File: config.mk
export PLATFORM = sky130hd
export DESIGN_NAME = avg_pool_controller
export DESIGN_NICKNAME = d
export VERILOG_FILES = /design/src/rtl/avg_pool_controller.sv
export SDC_FILE = /design/constraint.sdc
export NUM_CORES = 1
export LEC_CHECK = 0
export ABC_CLOCK_PERIOD_IN_PS = 4700
export BUFFER_PORTS_ARGS = -buffer_cell sky130_fd_sc_hd__clkbuf_2
export CORE_MARGIN = 1.5
export CORE_UTILIZATION = 58
export CTS_CLUSTER_DIAMETER = 100
export DETAILED_ROUTE_END_ITERATION = 10
export MAX_ROUTING_LAYER = met4
export PLACE_DENSITY = 0.87
export SYNTH_ARGS = -nofsm -noshare
export SYNTH_HDL_FRONTEND = slang
export SYNTH_SLANG_ARGS = --single-unit
File: constraint.sdc
create_clock -name clk -period 4.7 [get_ports clk]
set_input_delay 0.47 -clock clk [delete_from_list [all_inputs] [get_ports clk]]
set_output_delay 0.47 -clock clk [all_outputs]
set_load 0.02 [all_outputs]
File: src/rtl/avg_pool_controller.sv
// 2x2 average-pooling controller: streams each 2x2 window of an img_side x img_side
// image out of a pixel buffer and writes the truncated mean into a pooled buffer.
module avg_pool_controller #(
  parameter int unsigned resolution = 8,
  parameter int unsigned img_side   = 28,
  parameter int unsigned in_addr_w  = 10,
  parameter int unsigned out_addr_w = 8
) (
  input  logic                  clk,
  input  logic                  reset,
  input  logic                  start,
  output logic                  busy,
  output logic                  done,
  output logic                  rd_en,
  output logic [in_addr_w-1:0]  rd_addr,
  input  logic [resolution-1:0] rd_data,
  output logic                  wr_en,
  output logic [out_addr_w-1:0] wr_addr,
  output logic [resolution-1:0] wr_data
);

  localparam int unsigned out_side = img_side / 2;
  localparam int unsigned n_win    = out_side * out_side;
  localparam int unsigned cnt_w    = (out_side > 1) ? $clog2(out_side) : 1;
  localparam int unsigned acc_w    = resolution + 2;

  typedef enum logic [2:0] {
    IDLE  = 3'd0,
    FETCH = 3'd1,
    LAST  = 3'd2,
    WRITE = 3'd3,
    DONE  = 3'd4
  } state_t;

  state_t                  state, state_n;
  logic [1:0]              k, k_n;
  logic [cnt_w-1:0]        orow, orow_n;
  logic [cnt_w-1:0]        ocol, ocol_n;
  logic [out_addr_w-1:0]   win, win_n;
  logic [acc_w-1:0]        acc, acc_n;
  logic [in_addr_w-1:0]    row_n, col_n;

  logic                    busy_d, done_d, rd_en_d, wr_en_d;
  logic [in_addr_w-1:0]    rd_addr_d;
  logic [out_addr_w-1:0]   wr_addr_d;
  logic [resolution-1:0]   wr_data_d;

  // State, counters, accumulator and all outputs are registered together.
  always_ff @(posedge clk or posedge reset) begin
    if (reset) begin
      state   <= IDLE;
      k       <= '0;
      orow    <= '0;
      ocol    <= '0;
      win     <= '0;
      acc     <= '0;
      busy    <= 1'b0;
      done    <= 1'b0;
      rd_en   <= 1'b0;
      rd_addr <= '0;
      wr_en   <= 1'b0;
      wr_addr <= '0;
      wr_data <= '0;
    end else begin
      state   <= state_n;
      k       <= k_n;
      orow    <= orow_n;
      ocol    <= ocol_n;
      win     <= win_n;
      acc     <= acc_n;
      busy    <= busy_d;
      done    <= done_d;
      rd_en   <= rd_en_d;
      rd_addr <= rd_addr_d;
      wr_en   <= wr_en_d;
      wr_addr <= wr_addr_d;
      wr_data <= wr_data_d;
    end
  end

  // Next state plus the values the output registers take in the next cycle.
  always_comb begin
    state_n   = state;
    k_n       = k;
    orow_n    = orow;
    ocol_n    = ocol;
    win_n     = win;
    acc_n     = acc;
    busy_d    = 1'b0;
    done_d    = 1'b0;
    rd_en_d   = 1'b0;
    rd_addr_d = '0;
    wr_en_d   = 1'b0;
    wr_addr_d = '0;
    wr_data_d = '0;

    case (state)
      IDLE: begin
        if (start) begin
          state_n = FETCH;
          k_n     = '0;
          orow_n  = '0;
          ocol_n  = '0;
          win_n   = '0;
          acc_n   = '0;
        end
      end
      FETCH: begin
        // Read data trails rd_en by one cycle, so k=0 has nothing to add yet.
        k_n = k + 2'd1;
        if (k != 2'd0) begin
          acc_n = acc + acc_w'(rd_data);
        end
        if (k == 2'd3) begin
          state_n = LAST;
        end
      end
      LAST: begin
        acc_n   = acc + acc_w'(rd_data);
        state_n = WRITE;
      end
      WRITE: begin
        k_n   = '0;
        acc_n = '0;
        if (win == out_addr_w'(n_win - 1)) begin
          state_n = DONE;
        end else begin
          state_n = FETCH;
          win_n   = win + out_addr_w'(1);
          if (ocol == cnt_w'(out_side - 1)) begin
            ocol_n = '0;
            orow_n = orow + cnt_w'(1);
          end else begin
            ocol_n = ocol + cnt_w'(1);
          end
        end
      end
      DONE: begin
        state_n = IDLE;
      end
      default: begin
        state_n = IDLE;
      end
    endcase

    // Pixel coordinates of window element k: (2*orow + k[1], 2*ocol + k[0]).
    row_n = in_addr_w'({orow_n, 1'b0}) + in_addr_w'(k_n[1]);
    col_n = in_addr_w'({ocol_n, 1'b0}) + in_addr_w'(k_n[0]);

    busy_d  = (state_n == FETCH) || (state_n == LAST) || (state_n == WRITE);
    done_d  = (state_n == DONE);
    rd_en_d = (state_n == FETCH);
    wr_en_d = (state_n == WRITE);
    if (state_n == FETCH) begin
      rd_addr_d = row_n * in_addr_w'(img_side) + col_n;
    end
    if (state_n == WRITE) begin
      wr_addr_d = win_n;
      wr_data_d = acc_n[acc_w-1:2];
    end
  end

endmodule
==> results of run 1 <==
## worst reg2reg max path, stage by stage (launching register included)
cell and delay [ns]:
dfrtp_1 0.44, ha_1 0.23, nor3b_2 0.33, a21oi_1 0.17, o21ai_0 0.26, nand2_1 0.12
o31a_1 0.16, fa_1 0.55, inv_1 0.05, ha_1 0.22, fa_1 0.41, a21oi_1 0.19
o21bai_1 0.09, xnor2_1 0.31, xor2_1 0.18, nor2_1 0.06
## per-stage QoR
step	util [%]	setup slack [ns]	instance area (µm²)	hold WS, ns
6_report	68.7	0.804	3780	0.318
3_5_place_dp	64.8	0.850	3570	0.491
4_1_cts	68.7	0.817	3780	0.343
5_1_grt	68.7	0.361	3780	0.383
2_1_floorplan	-	1.22	3310	0.454
3_3_place_gp	64.8	0.980	3570	0.468
## cell usage after synthesis, types with 3 or more instances
master,count,area share (%)
and3_1,5,0.95
o21ai_0,17,2.6
xor2_1,7,1.9
and2_1,15,2.8
a211oi_1,4,0.91
o31ai_1,3,0.68
nand2_1,26,3.0
inv_1,17,1.9
nand3_1,7,1.1
ha_1,24,9.1
clkbuf_1,3,0.34
o21ai_1,5,0.76
dfrtp_1,61,46
a21oi_1,23,3.5
nor3_1,5,0.76
a21o_1,7,1.6
o21bai_1,5,1.1
o31a_1,4,1.1
fa_1,7,4.2
xnor2_1,7,1.9
nor2_1,14,1.6
a22o_1,10,2.6
nand2b_1,3,0.57
## cell type report
| class | instances | area share (%) |
|---|---|---|
| well taps | 72 | 2.38 |
| flip-flops and latches | 61 | 40.4 |
| clock buffers | 11 | 3.74 |
| repair buffers | 42 | 5.69 |
| clock inverters | 4 | 1.92 |
| multi-input cells | 229 | 44.1 |
| inverters | 18 | 1.79 |
## worst paths after layout
| check | startpoint | end | cells past startpoint | slack [ns] |
|---|---|---|---|---|
| max | win[0] | rd_addr[8] | 15 | 0.80 |
| min | reset | wr_addr[3] | 3 | 0.32 |
| max reg2reg | win[0] | rd_addr[8] | 15 | 0.80 |
| min reg2reg | acc[4] | acc[4] | 1 | 0.52 |
| max in group asynchronous | reset | state[1] | 3 | 3.90 |
| min in group clk | rd_data[0] | acc[0] | 3 | 0.48 |
## power breakdown
group	switching (µW)	internal [µW]	leakage [µW]
Clock	200	309	0.000105
Sequential	0	525	0.000749
Combinational	18.6	10.1	0.00103
Total	219	845	0.00189
## flip-flops by register name, indices dropped and copies added, names as in the netlist
name / count
acc: 10
busy: 1
wr_en: 1
win: 8
state: 3
ocol: 4
rd_en: 1
wr_data: 8
wr_addr: 8
orow: 4
rd_addr: 10
k: 2
done: 1
## routing by layer
| metal | wire length (µm) | vias up |
|---|---|---|
| li1 | - | 1218 |
| met5 | 0 | - |
| met1 | 2920 | 1186 |
| met2 | 3240 | 77 |
| met3 | 317 | 12 |
| met4 | 116 | 0 |
## cells by family (layout without fill, tap and decap cells)
family | count (synthesis) | count (layout) | synth area share, %
compound gates | 92 | 92 | 18.4
xor+xnor | 14 | 14 | 3.71
fa+ha+maj | 31 | 31 | 13.3
buf+inv | 25 | 75 | 3.37
flops | 61 | 61 | 46.2
mux | 3 | 3 | 0.946
simple gates | 89 | 89 | 14.1
==> out/results.tsv, run 1 <==
stage	metric	value	unit
outcome	outcome	finished clean	
final_layout	multiInputGateArea	1670	µm²
drt	routed-via-count	2493	
clock_tree	cts_resized	0	
global_routing	grtUsageMet2	39.7	%
final_layout	diodes	0	
pwr	total_power	1060	µW
clock_tree	clk_latency	0.34	ns
timing	clock_skew	0.00794	ns
logic_synthesis	ys_seq_elements	61	
global_routing	grt-ovfl-total	0	
logic_synthesis	async_flop_share	100	%
clock_tree	path_clk_slew	0.07	ns
floorplan	ios	41	
pwr	irDropWorstVdd	0.295	mV
worst_setup_path	critPathKind	flip-flop to flip-flop	
logic_synthesis	postSynthNetCount	357	
timing	slew_headroom	33.4	%
timing	setup_viol	0	
global_routing	grt_max_degree	62	
run	drv_cap	0	
worst_setup_path	worstPathRequired	4.91	ns
logic_synthesis	ys_types	51	
global_routing	gr-usage-met3	6.16	%
drt	antenna_left	0	
global_routing	top_usage_layer	met2	
final_layout	final_cells	437	
clock_tree	ctsRootBufferMaster	clkbuf_8	
hold_path	worst_hold_path_type	input port to asynchronous set/reset pin	
final_layout	syn2layout_area_growth	14.4	%
logic_synthesis	syn_area	3310	µm²
clock_tree	hold_buffers	0	
final_layout	fin_nets	403	
drt	drt_iter0_drc	167	
drt	drt-pass1-iter-count	4	
final_layout	layout.cells.most_common	dfrtp_1	
place	gp_congestion	0.936	
global_routing	grtUsageTotal	24.9	%
timing	finalCritPeriodShare	82.9	%
logic_synthesis	syn-instance-count	315	
clock_tree	numCtsBuffers	9	
clock_tree	cts_setup_buffers	0	
pwr	p_per_area	281	nW/µm²
final_layout	nFillCells	406	
worst_setup_path	worstPathMaxFanout	6	
logic_synthesis	synth_edf_count	0	
final_layout	mostFrequentLayoutCells	dfrtp_1, clkbuf_2, nand2_1, ha_1, a21oi_1	
logic_synthesis	synth-main-ff-cell	dfrtp_1	
timing	timing.fmax	257	MHz
worst_setup_path	arrival	4.10	ns
final_layout	regArea	1530	µm²
drt	wire_per_inst	15.1	µm
clock_tree	cts_tree	yes	
timing	tightest_slew	1.00	ns
worst_setup_path	worstPathCellList	ha_1 > nor3b_2 > a21oi_1 > o21ai_0 > nand2_1 > o31a_1 > fa_1 > inv_1 > ha_1 > fa_1 > a21oi_1 > o21bai_1 > xnor2_1 > xor2_1 > nor2_1	
logic_synthesis	yosys_warnings	0	
floorplan	core	5510	µm²
worst_setup_path	critPathLaunchType	flip-flop	
floorplan	die_w	78.5	µm
place	hpwlAfterDp	4670	µm
floorplan	die-area	6160	µm²
worst_setup_path	slowest_stage	fa_1	
place	io_buffers	40	
global_routing	grt_pass1_vias	2473	
drt	avgViaCountPerCell	5.70	
worst_setup_path	crit_path_end_kind	flip-flop	
drt	drc_errors	0	
pwr	leakage	0.00189	µW
floorplan	die_h	78.5	µm
drt	totalWireLength	6590	µm
global_routing	met1_usage	30.2	%
global_routing	grt_pass1_wl	11500	µm
logic_synthesis	syn_area_per_cell	10.5	µm²
timing	fin_tns_setup	0	ns
logic_synthesis	synth_seq_area_share	46.2	%
clock_tree	htreeDepth	3	
timing	rsz0062_at_grt	false	
worst_setup_path	cp_num_buf_inv	1	
final_layout	drive_above_1_share	17.5	%
worst_setup_path	slowest_delay	0.55	ns
timing	hold_viol	0	
floorplan	rows	27	
timing	finalMaxSlewViolations	0	
place	dp.cells	422	
worst_setup_path	worst_path_dominant_cell_family	adder cells	
global_routing	antenna_found_initial	0	
floorplan	start_util	60.1	%
timing	period_needed	3.90	ns
clock_tree	cts.sinks	61	
clock_tree	cts.path.max_buffers	2	
(Power assumes the default switching activity.)
==> run 2: changes to the inputs <==
--- a/config.mk
+++ b/config.mk
@@ -5,7 +5,7 @@
 export SDC_FILE = /design/constraint.sdc
 export NUM_CORES = 1
 export LEC_CHECK = 0
-export ABC_CLOCK_PERIOD_IN_PS = 4700
+export ABC_CLOCK_PERIOD_IN_PS = 4100
 export BUFFER_PORTS_ARGS = -buffer_cell sky130_fd_sc_hd__clkbuf_2
 export CORE_MARGIN = 1.5
 export CORE_UTILIZATION = 58
==> constraint.sdc (replaced) <==
create_clock -name clk -period 4.1 [get_ports clk]
set_input_delay 0.41 -clock clk [delete_from_list [all_inputs] [get_ports clk]]
set_output_delay 0.41 -clock clk [all_outputs]
set_load 0.02 [all_outputs]
==> run 2 against run 1 <==
Clock skew decreased by 0.0026 ns. Highest routed layer unchanged. Largest cell class unchanged. First-iteration DRC count increased by 17%. Critical path type unchanged. Die area unchanged. Critical endpoint is now rd_addr[9]. Critical path depth decreased by 3. Register-to-register slack got worse by 0.51 ns.
==> out/results.tsv, run 2 (synthesis gave the netlist of run 1 again) <==
stage	metric	value	unit
place	gp_congestion	0.911	
place	dp.cells	424	
drt	wl_met2	3310	µm
drt	totalWireLength	6570	µm
drt	wl_met3	372	µm
clock_tree	htreeDepth	3	
worst_setup_path	slowest_delay	0.51	ns
drt	avgViaCountPerCell	5.73	
run	drv_cap	0	
final_layout	mostFrequentLayoutCells	dfrtp_1, clkbuf_2, nand2_1, ha_1, a21oi_1	
floorplan	die_w	78.5	µm
timing	tightest_slew	1.05	ns
timing	period_needed	3.81	ns
timing	timing.fmax	263	MHz
place	io_buffers	40	
floorplan	start_util	60.1	%
pwr	p_per_area	289	nW/µm²
timing	hold_viol	0	
timing	clock_skew	0.00534	ns
worst_setup_path	r2r_start	state[1]	
timing	fin_tns_setup	0	ns
final_layout	diodes	0	
timing	finalMaxSlewViolations	0	
final_layout	syn2layout_area_growth	13.6	%
floorplan	ios	41	
global_routing	grt_pass1_wl	11400	µm
drt	routed.top_layer	met4	
worst_setup_path	worstPathRequired	4.38	ns
global_routing	grt-ovfl-total	0	
timing	slew_headroom	29.8	%
final_layout	final_cells	440	
worst_setup_path	worstPathMaxFanout	13	
pwr	leakage	0.00189	µW
global_routing	grt_pass1_vias	2516	
pwr	sw_frac_of_total	23.5	%
floorplan	die-area	6160	µm²
clock_tree	clk_latency	0.34	ns
worst_setup_path	crit_start	state[1]	
clock_tree	cts.sinks	61	
floorplan	rows	27	
pwr	irDropWorstVdd	0.295	mV
global_routing	grt_max_degree	62	
timing	worst_slack	0.293	ns
worst_setup_path	arrival	4.09	ns
drt	wl_met1	2780	µm
place	hpwlAfterDp	4730	µm
global_routing	grtUsageTotal	25.0	%
worst_setup_path	critPathKind	flip-flop to flip-flop	
drt	drt_iter0_drc	195	
clock_tree	cts_tree	yes	
worst_setup_path	cp_num_buf_inv	1	
global_routing	antenna_found_initial	0	
outcome	outcome	finished clean	
worst_setup_path	crit_path_end_kind	flip-flop	
pwr	clockPowerShare	41.4	%
drt	wire_per_inst	14.9	µm
pwr	p_sw	255	µW
hold_path	worst_hold_path_type	input port to asynchronous set/reset pin	
timing	setup_viol	0	
final_layout	regArea	1530	µm²
final_layout	reg.largest.list	acc: 10 flops, rd_addr: 10 flops	
floorplan	core	5510	µm²
timing	rsz0062_at_grt	false	
pwr	p_comb_share	3.1	%
final_layout	multiInputGateArea	1680	µm²
final_layout	drive_above_1_share	18.2	%
final_layout	nFillCells	418	
timing	finalCritPeriodShare	92.8	%
final_layout	layout.cells.most_common	dfrtp_1	
worst_setup_path	slowest_stage	dfrtp_1	
clock_tree	cts.path.max_buffers	2	
drt	drc_errors	0	
drt	antenna_left	0	
clock_tree	numCtsBuffers	9	
drt	drt-pass1-iter-count	4	
drt	routed-via-count	2523	
pwr	p_seq_share	55.6	%
worst_setup_path	worst_path_dominant_cell_family	compound AO/OA/AOI/OAI gates	
pwr	p_int	829	µW
clock_tree	ctsRootBufferMaster	clkbuf_8	
clock_tree	hold_buffers	0	
worst_setup_path	critPathLaunchType	flip-flop	
worst_setup_path	worstPathCellList	or3b_1 > a21oi_2 > o21ai_0 > a32oi_1 > inv_1 > fa_1 > ha_1 > a21oi_1 > a21boi_0 > o2111a_1 > a211o_1 > nand2_1	
place	place_ws	0.330	ns
clock_tree	path_clk_slew	0.07	ns
floorplan	die_h	78.5	µm
final_layout	fin_nets	405	
==> run 2: cell types whose count changed in the layout (fill, tap and decap cells not counted), sizes merged <==
cell,previous run,this run
clkinv,1,4
buf,2,4
bufinv,2,0
==> run 2: stage by stage <==
stage	total power [µW]	utilization (%)	instance area [µm²]	hold WS, ns
floorplan	635	-	3310	0.454
global placement	646	65.1	3580	0.473
detailed placement	648	65.1	3580	0.501
CTS	1100	68.0	3740	0.279
global route	1130	68.2	3760	0.318
finish	1080	68.2	3760	0.260
==> run 2: what timing repair did <==
action                     4_1_cts  5_1_grt
buffers inserted                 0        0
gates resized for setup          0        2
setup endpoints to repair        0        1
==> run 2: cell type report <==
| class | instances | share of cell area [%] |
|---|---|---|
| clock buffer | 11 | 3.50 |
| inverter | 18 | 1.80 |
| timing repair buffer | 44 | 6.13 |
| clock inverter | 5 | 0.733 |
| multi-input combinational | 229 | 44.8 |
| sequential | 61 | 40.6 |
| tap | 72 | 2.40 |
==> run 2: tightest hold or removal path, delay by kind of cell <==
family,cells,cell delay (ns)
buffers and inverters,3,0.69
==> run 2: per-layer routing <==
metal  vias up  GRT usage [%]
met3        11           6.98
li1       1213              -
met1      1218           29.1
met2        81           39.9
met4         0           12.5
met5         -              -
==> run 2: final timing paths <==
| kind | end | slack [ns] | depth (start not counted) |
|---|---|---|---|
| max in group asynchronous | wr_data[1] | 3.34 | 3 |
| worst max register to register | rd_addr[9] | 0.29 | 12 |
| worst min register to register | acc[7] | 0.51 | 2 |
| worst min-delay path | wr_addr[5] | 0.26 | 3 |
| worst max-delay path | rd_addr[9] | 0.29 | 12 |
| min in group clk | acc[0] | 0.45 | 3 |
==> run 2: power by group through the flow <==
stage	Clock, µW	Combinational, µW	Sequential [µW]
after floorplan	0	21.6	614
after global placement	0	32.3	614
after detailed placement	0	34.1	614
after CTS	460	34.1	602
after global routing	492	38.4	602
final	448	33.5	602
==> run 3: changes to the inputs <==
==> config.mk (replaced) <==
export PLATFORM = sky130hd
export DESIGN_NAME = avg_pool_controller
export DESIGN_NICKNAME = d
export VERILOG_FILES = /design/src/rtl/avg_pool_controller.sv
export SDC_FILE = /design/constraint.sdc
export NUM_CORES = 1
export LEC_CHECK = 0
export ABC_CLOCK_PERIOD_IN_PS = 3400
export BUFFER_PORTS_ARGS = -buffer_cell sky130_fd_sc_hd__clkbuf_2
export CORE_MARGIN = 1.5
export CORE_UTILIZATION = 52
export CTS_CLUSTER_DIAMETER = 100
export DETAILED_ROUTE_END_ITERATION = 10
export MAX_ROUTING_LAYER = met4
export PLACE_DENSITY = 0.83
export SYNTH_ARGS = -nofsm -noshare
export SYNTH_HDL_FRONTEND = slang
export SYNTH_SLANG_ARGS = --single-unit
==> constraint.sdc (replaced) <==
create_clock -name clk -period 3.4 [get_ports clk]
set_input_delay 0.34 -clock clk [delete_from_list [all_inputs] [get_ports clk]]
set_output_delay 0.34 -clock clk [all_outputs]
set_load 0.02 [all_outputs]
==> run 3 against run 2 <==
Worst setup slack got worse by 0.29 ns. Sequential cell count did not move. Hold slack got worse by 0.14 ns. Clock skew rose by 0.0026 ns. Combinational power rose by 22%. Total power rose by 40%. Final cell count rose by 8.4%. Sequential share of layout area fell by 4.5 points. Wire length rose by 20%. Via count rose by 8.6%. Die area rose by 11%. Core utilization rose by 1.9 points. Critical endpoint unchanged.
==> out/results.tsv, run 3 (synthesis gave the netlist of run 1 again) <==
stage	metric	value	unit
outcome	outcome	finished clean	
worst_setup_path	r2r_start	win[1]	
floorplan	ios	41	
place	io_buffers	40	
timing	timing.fmax	294	MHz
worst_setup_path	cp.depth	15	
timing	slew_headroom	31.6	%
timing	finalMaxSlewViolations	0	
worst_setup_path	worst_path_dominant_cell_family	adder cells	
floorplan	core	6030	µm²
final_layout	syn2layout_area_growth	27.7	%
run	drv_cap	0	
hold_path	worst_hold_path_type	input port to asynchronous set/reset pin	
worst_setup_path	critPathKind	flip-flop to flip-flop	
final_layout	mostFrequentLayoutCells	dfrtp_1, clkbuf_2, buf_4, nand2_1	
timing	rsz0062_at_grt	true	
timing	finalCritPeriodShare	100	%
worst_setup_path	r2r_end	rd_addr[9]	
worst_setup_path	crit_start	win[1]	
clock_tree	numCtsBuffers	9	
place	gp_congestion	0.881	
timing	period_needed	3.40	ns
clock_tree	clk_latency	0.35	ns
place	hpwlAfterDp	5350	µm
worst_setup_path	critPathLaunchType	flip-flop	
final_layout	fin_nets	439	
worst_setup_path	slowest_stage	fa_1	
clock_tree	hold_buffers	0	
drt	drt-pass1-iter-count	4	
worst_setup_path	slowest_delay	0.52	ns
floorplan	die-area	6850	µm²
pwr	p_per_area	358	nW/µm²
drt	wire_per_inst	16.5	µm
global_routing	grt_pass1_vias	2887	
floorplan	die_h	82.7	µm
worst_setup_path	endpoint	rd_addr[9]	
final_layout	drive_above_1_share	31.1	%
clock_tree	ctsRootBufferMaster	clkbuf_8	
worst_setup_path	arrival	3.69	ns
worst_setup_path	worstPathRequired	3.69	ns
worst_setup_path	r2r_slack	0.0009	ns
pwr	total_power	1510	µW
drt	drt_iter0_drc	151	
timing	tightest_slew	1.03	ns
final_layout	layout.cells.most_common	dfrtp_1	
global_routing	antenna_found_initial	0	
floorplan	die_w	82.7	µm
timing	setup_viol	0	
worst_setup_path	cpMostUsedCell	buf_4	
timing	clock_skew	0.00790	ns
drt	antenna_left	0	
clock_tree	cts.sinks	61	
floorplan	start_util	54.9	%
final_layout	post-route-util	70.1	%
global_routing	grt_max_degree	40	
clock_tree	htreeDepth	3	
timing	hold_viol	0	
worst_setup_path	worstPathCellList	ha_2 > nor3b_4 > a21oi_2 > buf_4 > a21oi_4 > o21ai_2 > o31a_1 > fa_1 > inv_2 > fa_2 > xor2_2 > buf_4 > o2111a_2 > a211o_1 > nand2_1	
global_routing	grtUsageTotal	26.1	%
worst_setup_path	worstPathMaxFanout	3	
final_layout	nFillCells	431	
clock_tree	cts.path.max_buffers	2	
clock_tree	path_clk_slew	0.07	ns
floorplan	rows	28	
final_layout	reg.largest.list	acc: 10 flops, rd_addr: 10 flops	
pwr	leakage	0.00210	µW
drt	totalWireLength	7880	µm
final_layout	diodes	0	
worst_setup_path	crit_path_end_kind	flip-flop	
drt	routed-via-count	2739	
drt	drc_errors	0	
global_routing	grt-ovfl-total	0	
pwr	irDropWorstVdd	0.288	mV
global_routing	grt_pass1_wl	12800	µm
worst_setup_path	rr_worst_depth	15	
drt	avgViaCountPerCell	5.74	
clock_tree	cts_tree	yes	
worst_setup_path	cp_num_buf_inv	3	
timing	fin_tns_setup	0	ns
==> run 3: worst min path at each step <==
stage	startpoint	end	slack (ns)	cells after the start
after floorplan	acc[7]	acc[7]	0.45	2
after detailed placement	acc[7]	acc[7]	0.49	2
final	reset	wr_addr[7]	0.12	2
after CTS	reset	wr_addr[7]	0.15	2
after global placement	acc[7]	acc[7]	0.47	2
after global routing	reset	wr_addr[1]	0.20	2
==> run 3: layout make-up <==
class                      instances  area (µm²)  area share, %
tap                               75        93.8           2.22
clock buffer                      11         151           3.58
inverter                          18        67.6           1.60
timing repair buffer              78         485           11.5
sequential                        61        1530           36.1
multi-input combinational        229        1820           43.0
clock inverter                     5        81.3           1.93
==> run 3: stage by stage <==
step	std cells	area [µm²]	hold slack [ns]	setup slack [ns]
CTS	474	4120	0.151	0.000939
floorplan	315	3330	0.454	-0.00450
detailed placement	451	3790	0.488	-0.199
global placement	451	3790	0.471	0.00962
global route	477	4220	0.200	-0.154
finish	477	4220	0.124	0.000907
==> run 3: repair_timing <==
item                                   CTS  global route
setup buffers                            7             3
setup endpoints to repair                3             4
endpoints found under the hold margin    0             0
gates resized for setup                 10            16
pin swaps                                5            14
==> run 3: worst reg2reg max path, delay by kind of cell (launching register included) <==
family | cells | cell delay (ns)
AOI/OAI and AO/OA | 6 | 0.97
and+or+nand+nor | 2 | 0.34
DFF | 1 | 0.36
buffers and inverters | 3 | 0.37
xor gates and xnor gates | 1 | 0.17
adders and majority gates | 3 | 1.14
==> run 3: where the power goes <==
| part | leakage, µW | switching, µW | internal (µW) | total (µW) |
|---|---|---|---|---|
| logic | 0.00124 | 26.8 | 14.1 | 40.9 |
| clock network | 0.000116 | 293 | 454 | 747 |
| registers | 0.000749 | 0 | 726 | 726 |
| total | 0.00210 | 320 | 1190 | 1510 |
==> run 3: layer usage <==
layer,up-vias,part of all wire [%],global-route usage (%)
met2,95,52,44.6
met1,1337,39,26.9
met3,28,5.8,7.80
li1,1279,-,-
met5,-,0,-
met4,0,3.1,14.2
